==> src/rtl/min_max_scan.sv <==
// min_max_scan: snapshots N_CH unsigned channel values on start, then walks
// them one channel per clock to find the minimum or maximum. Reports the
// winning channel index, its value and the ASCII digit of the index.
//
// Handshake: start is a request that is honoured only while busy is low.
// On that edge the inputs are captured and busy rises. Requests made while
// busy is high are dropped, not queued. Results become valid on the single
// cycle where done is high, and they hold until the next completion.
// Because the FSM is already idle on the done cycle, a start in that cycle
// is accepted.
module min_max_scan #(
    parameter int N_CH = 4,
    parameter int W    = 3,
    localparam int IW  = $clog2(N_CH)
) (
    input  logic            clk,
    input  logic            rst,
    input  logic [N_CH*W-1:0] data_in,
    input  logic            start,
    input  logic            max_sel,
    output logic            busy,
    output logic            done,
    output logic [IW-1:0]   result_index,
    output logic [W-1:0]    result_value,
    output logic [7:0]      result_ascii,
    output logic            o_dbg_state
);

    typedef enum logic {
        S_IDLE = 1'b0,
        S_SCAN = 1'b1
    } state_t;

    // Registered state
    state_t              r_state;
    logic [N_CH*W-1:0]   r_snap;
    logic                r_max_sel;
    logic [W-1:0]        r_best_val;
    logic [IW-1:0]       r_best_idx;
    logic [IW-1:0]       r_cnt;
    logic                r_done;
    logic [IW-1:0]       r_res_idx;
    logic [W-1:0]        r_res_val;
    logic [7:0]          r_res_ascii;

    // Next-state values
    state_t              w_nxt_state;
    logic [N_CH*W-1:0]   w_nxt_snap;
    logic                w_nxt_max_sel;
    logic [W-1:0]        w_nxt_best_val;
    logic [IW-1:0]       w_nxt_best_idx;
    logic [IW-1:0]       w_nxt_cnt;
    logic                w_nxt_done;
    logic [IW-1:0]       w_nxt_res_idx;
    logic [W-1:0]        w_nxt_res_val;
    logic [7:0]          w_nxt_res_ascii;

    // Datapath helpers
    logic [W-1:0]        w_chans [N_CH];
    logic [W-1:0]        w_cur;
    logic                w_better;
    logic [W-1:0]        w_upd_val;
    logic [IW-1:0]       w_upd_idx;
    logic                w_last;

    // Unpack the snapshot into per-channel values
    always_comb begin
        for (int i = 0; i < N_CH; i++) begin
            w_chans[i] = r_snap[i*W +: W];
        end
    end

    // Candidate channel compare; strict so the lower index keeps a tie
    always_comb begin
        w_cur     = w_chans[r_cnt];
        w_better  = r_max_sel ? (w_cur > r_best_val) : (w_cur < r_best_val);
        w_upd_val = w_better ? w_cur : r_best_val;
        w_upd_idx = w_better ? r_cnt : r_best_idx;
        w_last    = (r_cnt == IW'(N_CH - 1));
    end

    // Next-state and datapath update logic
    always_comb begin
        w_nxt_state     = r_state;
        w_nxt_snap      = r_snap;
        w_nxt_max_sel   = r_max_sel;
        w_nxt_best_val  = r_best_val;
        w_nxt_best_idx  = r_best_idx;
        w_nxt_cnt       = r_cnt;
        w_nxt_done      = 1'b0;
        w_nxt_res_idx   = r_res_idx;
        w_nxt_res_val   = r_res_val;
        w_nxt_res_ascii = r_res_ascii;

        case (r_state)
            S_IDLE: begin
                if (start) begin
                    w_nxt_snap     = data_in;
                    w_nxt_max_sel  = max_sel;
                    w_nxt_best_val = data_in[W-1:0];
                    w_nxt_best_idx = '0;
                    w_nxt_cnt      = IW'(1);
                    w_nxt_state    = S_SCAN;
                end
            end
            S_SCAN: begin
                w_nxt_best_val = w_upd_val;
                w_nxt_best_idx = w_upd_idx;
                if (w_last) begin
                    w_nxt_res_idx   = w_upd_idx;
                    w_nxt_res_val   = w_upd_val;
                    w_nxt_res_ascii = 8'h30 + 8'(w_upd_idx);
                    w_nxt_done      = 1'b1;
                    w_nxt_cnt       = '0;
                    w_nxt_state     = S_IDLE;
                end else begin
                    w_nxt_cnt = r_cnt + IW'(1);
                end
            end
            default: begin
                w_nxt_state = S_IDLE;
            end
        endcase
    end

    // State register with synchronous reset taking priority over everything
    always_ff @(posedge clk) begin
        if (rst) begin
            r_state     <= S_IDLE;
            r_snap      <= '0;
            r_max_sel   <= 1'b0;
            r_best_val  <= '0;
            r_best_idx  <= '0;
            r_cnt       <= '0;
            r_done      <= 1'b0;
            r_res_idx   <= '0;
            r_res_val   <= '0;
            r_res_ascii <= 8'h00;
        end else begin
            r_state     <= w_nxt_state;
            r_snap      <= w_nxt_snap;
            r_max_sel   <= w_nxt_max_sel;
            r_best_val  <= w_nxt_best_val;
            r_best_idx  <= w_nxt_best_idx;
            r_cnt       <= w_nxt_cnt;
            r_done      <= w_nxt_done;
            r_res_idx   <= w_nxt_res_idx;
            r_res_val   <= w_nxt_res_val;
            r_res_ascii <= w_nxt_res_ascii;
        end
    end

    // Output mapping
    always_comb begin
        busy         = (r_state == S_SCAN);
        done         = r_done;
        result_index = r_res_idx;
        result_value = r_res_val;
        result_ascii = r_res_ascii;
        o_dbg_state  = (r_state == S_SCAN);
    end

endmodule

==> config.mk <==
export PLATFORM = sky130hd
export DESIGN_NAME = min_max_scan
export DESIGN_NICKNAME = d
export VERILOG_FILES = /design/src/rtl/min_max_scan.sv
export SDC_FILE = /design/constraint.sdc
export NUM_CORES = 1
export LEC_CHECK = 0
export BUFFER_PORTS_ARGS = -buffer_cell sky130_fd_sc_hd__buf_2
export CORE_MARGIN = 2
export CORE_UTILIZATION = 45
export CTS_CLUSTER_SIZE = 16
export DETAILED_ROUTE_END_ITERATION = 7
export PLACE_DENSITY = 0.69
export SYNTH_ARGS = -nofsm -noshare
export SYNTH_HDL_FRONTEND = slang
export SYNTH_SLANG_ARGS = --single-unit
==> constraint.sdc <==
create_clock -name clk -period 3 [get_ports clk]
set_input_delay 0.3 -clock clk [delete_from_list [all_inputs] [get_ports clk]]
set_output_delay 0.3 -clock clk [all_outputs]
set_load 0.05 [all_outputs]
Yosys cells after proc, flatten, opt, wreduce, memory -nomap -nowiden
Index checks and enable logic that the tools add are counted.

$lt $le $gt $ge: 3. Div/mod/pow operators: 0. Bitwise gates (word level): 2. Shift operators: 0. $add $sub $neg: 2. Multipliers: 0. Reduce and logical (&&, ||, !) cells: 3. Multiplexer cells: 17. Equal/unequal tests: 2.

Operator list (number): $mux W3 (4); $mux W2 (4); $pmux W2 S2 (2); $add A6 B2 Y7 const A (1); $bmux W3 S2 (1); $pmux W3 S2 (1); $mux W1 (4); $reduce_and A2 Y1 (2); $ge A3 B3 Y1 const B (1); $gt A3 B3 Y1 (1); $lt A3 B3 Y1 (1); $not A2 Y3 (1); $add A2 B1 Y2 const B (1); $eq A2 B2 Y1 const B (1); $ne A2 B2 Y1 const B (1); $pmux W1 S2 (1); $reduce_or A2 Y1 (1); $not A1 Y1 (1).

Memories: 0. Bits in latches: 0. Output and inout bits: 16. Logic and storage cells: 39. Bits of input ports: 16. ROM bits: 0. RAM bits: 0. Register bits: 35.

Depth between registers and ports, before layout
Word-level depth: 8. Depth in mapped cells: 9. Mapped depth without buffers: 8.

Least setup slack after synthesis
Ideal clock, no wire load.

Path kind: register to register. Start: reg r_cnt[0]. End: reg r_best_val[2]. Required time: 2.863 ns. Cell stages (with the launch flop): 9. Data arrival time: 2.324 ns. Buffers on the path: 1. Clock period less this slack: 2.461 ns. Library setup time: 0.137 ns. Slack: 0.539 ns. Path through: dfxtp_1 > buf_2 > mux4_2 > ha_1 > nor2b_4 > o21a_1 > o32ai_4 > mux2i_1 > a211oi_1.

Word-level cells in the longest chain between the ends: 8. Elaborated cells on any way between the ends: 9. Classes of those cells: 2 x order compare; 6 x mux; 1 x bitwise.

Ends and longest elaborated chain: start, declared (RTL line 40) `logic [IW-1:0] r_cnt;`; start signal, assigned (RTL line 145) `r_cnt <= w_nxt_cnt;`; $not A2 Y3 (implied by the code) (*) (RTL line 75) `w_cur = w_chans[r_cnt];`; $bmux W3 S2 (*) (RTL line 75); $mux W3 (implied by the code) (*) (2 in a row) (RTL line 75); $lt A3 B3 Y1 / $gt A3 B3 Y1 (equally long branches) (RTL line 76) `w_better = r_max_sel ? (w_cur > r_best_val) : (w_cur < r_best_val);`; $mux W1 (RTL line 76); $mux W3 (*) (RTL line 77) `w_upd_val = w_better ? w_cur : r_best_val;`; $pmux W3 S2 (*) (RTL line 95) `case (r_state)`; end signal, assigned (RTL line 143) `r_best_val <= w_nxt_best_val;`; end, declared (RTL line 38) `logic [W-1:0] r_best_val;`.

Every way passes the cells marked *; elsewhere a longest branch is shown, timed or not. The select of a mux whose other input is x is not followed. A chain may end at the register's enable or synchronous reset.

Worst setup path after layout
Start: reg r_cnt[0]. End: reg r_best_val[0].

Same word-level chain as after synthesis.

==> flow_summary.json <==
{
  "post_dp_cell_area_um2": 1400,
  "core_area_um2": 2760,
  "grt-ovfl-total": 0,
  "final-setup-viol-count": 0,
  "post_cts_buffers": 0,
  "start_util": 0.470,
  "final-seq-area_um2": 561,
  "syn_inst": 148,
  "required_ns": 3.20,
  "cp-end-kind": "register",
  "root_buffer": "clkbuf_4",
  "syn-mean-instance-area_um2": 8.76,
  "design.die.area_um2": 3330,
  "layout-drive-gt1-share": 0.222,
  "worst_pin_slew_ns": 0.857,
  "fillCellCount": 278,
  "r2r_setup_slack_ns": 0.38,
  "post-route-util": 0.520,
  "crit_type": "reg2reg",
  "final.setup.tns_ns": 0,
  "max_freq_mhz": 381,
  "worstPathArrival_ns": 2.82,
  "drtAntennaViolNets": 0,
  "final_hold_viol_count": 0,
  "area_delta_synth_final_pct": 10.6,
  "finalCritPeriodShare": 0.874,
  "cp_max_fo": 9,
  "critPathMaxStageDelay_ns": 0.54,
  "finalWirelength_mm": 2.54,
  "dp.final_hpwl_mm": 1.88,
  "viasPerCell": 5.26,
  "grt_max_degree": 25,
  "post-route-drc-count": 0,
  "clock_skew_ns": 0.00229,
  "r2r_end": "r_best_val[0]",
  "pre_cts_ws_ns": 0.413,
  "max-vdd-ir-drop_v": 0.000342,
  "p_per_area_nw_per_um2": 532,
  "ys_warn_count": 0,
  "critical_path.slowest_cell": "mux4_2",
  "cts_tree": "built",
  "clkLatencyLatePin_ns": 0.32,
  "layout_setup_ws_ns": 0.377,
  "die_x_um": 57.7,
  "outcome": "finished, final reports clean",
  "gp_congestion": 0.824,
  "rsz0062_at_grt": "false",
  "dp.cells": 194,
  "fin_hold_ws_ns": 0.190,
  "clkSlewWorstSetupHoldPaths_ns": 0.15,
  "io_pins": 32,
  "finalNonFillerCells": 198,
  "numCtsBuffers": 3,
  "grt_first_pass_wirelength_mm": 4.28,
  "htree_levels": 1,
  "path_cells": "mux4_2 > ha_1 > nor2b_4 > o21a_1 > o32ai_4 > mux2i_1 > a211oi_1",
  "endpoint": "r_best_val[0]",
  "grt_util_all_layers": 0.165,
  "leakagePower_nw": 0.611,
  "clockBufferDepth": 2,
  "ys_ff_latch": 28,
  "finalNetCount": 188,
  "syn_area_um2": 1300,
  "die_h_um": 57.7,
  "diodes": 0,
  "cts.sinks": 28,
  "setup.worst_path.start_class": "register",
  "rows": 19,
  "dr.pass1.iters": 4,
  "yosysUniqueCellTypes": 26,
  "total_power_mw": 0.762,
  "antenna_found_initial": 0,
  "vias": 1041,
  "first_iter_violations": 17,
  "postCtsHoldBufs": 0,
  "slew_headroom": 0.427,
  "min_period_ns": 2.62,
  "grt_pass1_vias": 980,
  "cts.repair.resized": 0,
  "rr_worst_depth": 7,
  "report.final.slew_viol_count": 0,
  "maxCapViolations": 0,
  "io_buffers": 27,
  "hold_class": "in2reg",
  "synth-seq-area-share": 0.432,
  "post-route-cell-area_um2": 1430,
  "wl_per_cell_um": 12.8,
  "setup.worst_path.start": "r_cnt[0]",
  "r2r-start": "r_cnt[0]",
  "multi_input_area_um2": 637
}
## synthesized netlist by cell type
master	n	share of area
nand2_1	33	0.096
dfxtp_1	28	0.43
a21oi_1	16	0.062
buf_4	8	0.046
clkbuf_1	7	0.020
a211oi_1	6	0.035
nor2_1	6	0.017
o21ai_0	6	0.023
inv_1	5	0.014
mux2i_1	5	0.039
ha_1	4	0.039
mux4_2	3	0.052
nand3_1	3	0.012
nand3b_1	3	0.017
a31oi_1	2	0.0097
nand2b_1	2	0.0097
nor2b_1	2	0.0097
buf_2	1	0.0039
conb_1	1	0.0029
nor2b_4	1	0.011
nor3_1	1	0.0039
nor3b_1	1	0.0058
o211ai_1	1	0.0058
o21a_1	1	0.0058
o22a_1	1	0.0068
o32ai_4	1	0.021
## power breakdown
part	internal, mW	total (mW)	leakage, nW	switching, mW
Clock	0.0743	0.184	0.0210	0.109
Sequential	0.391	0.410	0.229	0.0187
Combinational	0.0719	0.169	0.361	0.0972
Total	0.537	0.762	0.611	0.225
## cell type report
cell class / count / share of cell area
sequential: 28 / 0.391
multi-input combinational: 102 / 0.444
inverter: 5 / 0.0131
timing repair buffer: 28 / 0.0995
tap: 31 / 0.0271
clock buffer: 4 / 0.0253
## metal layers
| metal | GRT usage | part of all wire | vias up |
|---|---|---|---|
| li1 | - | - | 529 |
| met1 | 0.205 | 0.46 | 483 |
| met2 | 0.281 | 0.50 | 27 |
| met3 | 0.0268 | 0.038 | 2 |
| met4 | 0.0731 | 0.0075 | 0 |
| met5 | 0 | 0 | - |
## worst max-delay path: cells and delay by family, from the launching register on
family                     cells  cell delay [ns]
DFF                            1             0.42
AOI/OAI and AO/OA              3             0.75
and+or+nand+nor                1             0.13
adders and majority gates      1             0.31
muxes                          2             0.88
## sequential cells by signal, summed over array words and instances (netlist names)
register      flops
busy              1
r_max_sel         1
r_best_idx        2
result_index      1
result_ascii      2
done              1
result_value      3
r_cnt             2
r_best_val        3
r_snap           12
## worst min path at each step
stage                                from  cells past startpoint               to  slack [ns]
final                          data_in[5]                      3        r_snap[5]        0.19
after global routing           data_in[7]                      3        r_snap[7]        0.17
after CTS                         max_sel                      3        r_max_sel        0.18
after detailed placement  result_value[0]                      2  result_value[0]        0.44
after global placement    result_value[1]                      2  result_value[1]        0.44
after floorplan                       rst                      1    r_best_val[0]        0.37
## cell families (layout without fill, tap and decap cells)
family / count (synthesis) / after routing / share of synthesized area
simple gates: 52 / 52 / 0.181
compound gates: 34 / 34 / 0.169
flops: 28 / 28 / 0.432
buf+inv: 21 / 37 / 0.0849
mux: 8 / 8 / 0.0907
fa+ha+maj: 4 / 4 / 0.0386
other cells: 1 / 4 / 0.00289
## cells in the final DEF (no fill, tap or decap)
cell type / synthesis / final
nand2_1: 33 / 33
dfxtp_1: 28 / 28
buf_2: 1 / 27
a21oi_1: 16 / 16
nor2_1: 6 / 6
a211oi_1: 6 / 6
o21ai_0: 6 / 6
inv_1: 5 / 5
mux2i_1: 5 / 5
ha_1: 4 / 4
conb_1: 1 / 4
mux4_2: 3 / 3
nand3_1: 3 / 3
nand3b_1: 3 / 3
clkbuf_4: 0 / 3
nor2b_1: 2 / 2
nand2b_1: 2 / 2
a31oi_1: 2 / 2
nor2b_4: 1 / 1
o21a_1: 1 / 1
nor3_1: 1 / 1
o211ai_1: 1 / 1
o32ai_4: 1 / 1
nor3b_1: 1 / 1
o22a_1: 1 / 1
clkbuf_8: 0 / 1
buf_4: 8 / 1
Power figures use the tool's default switching activity.
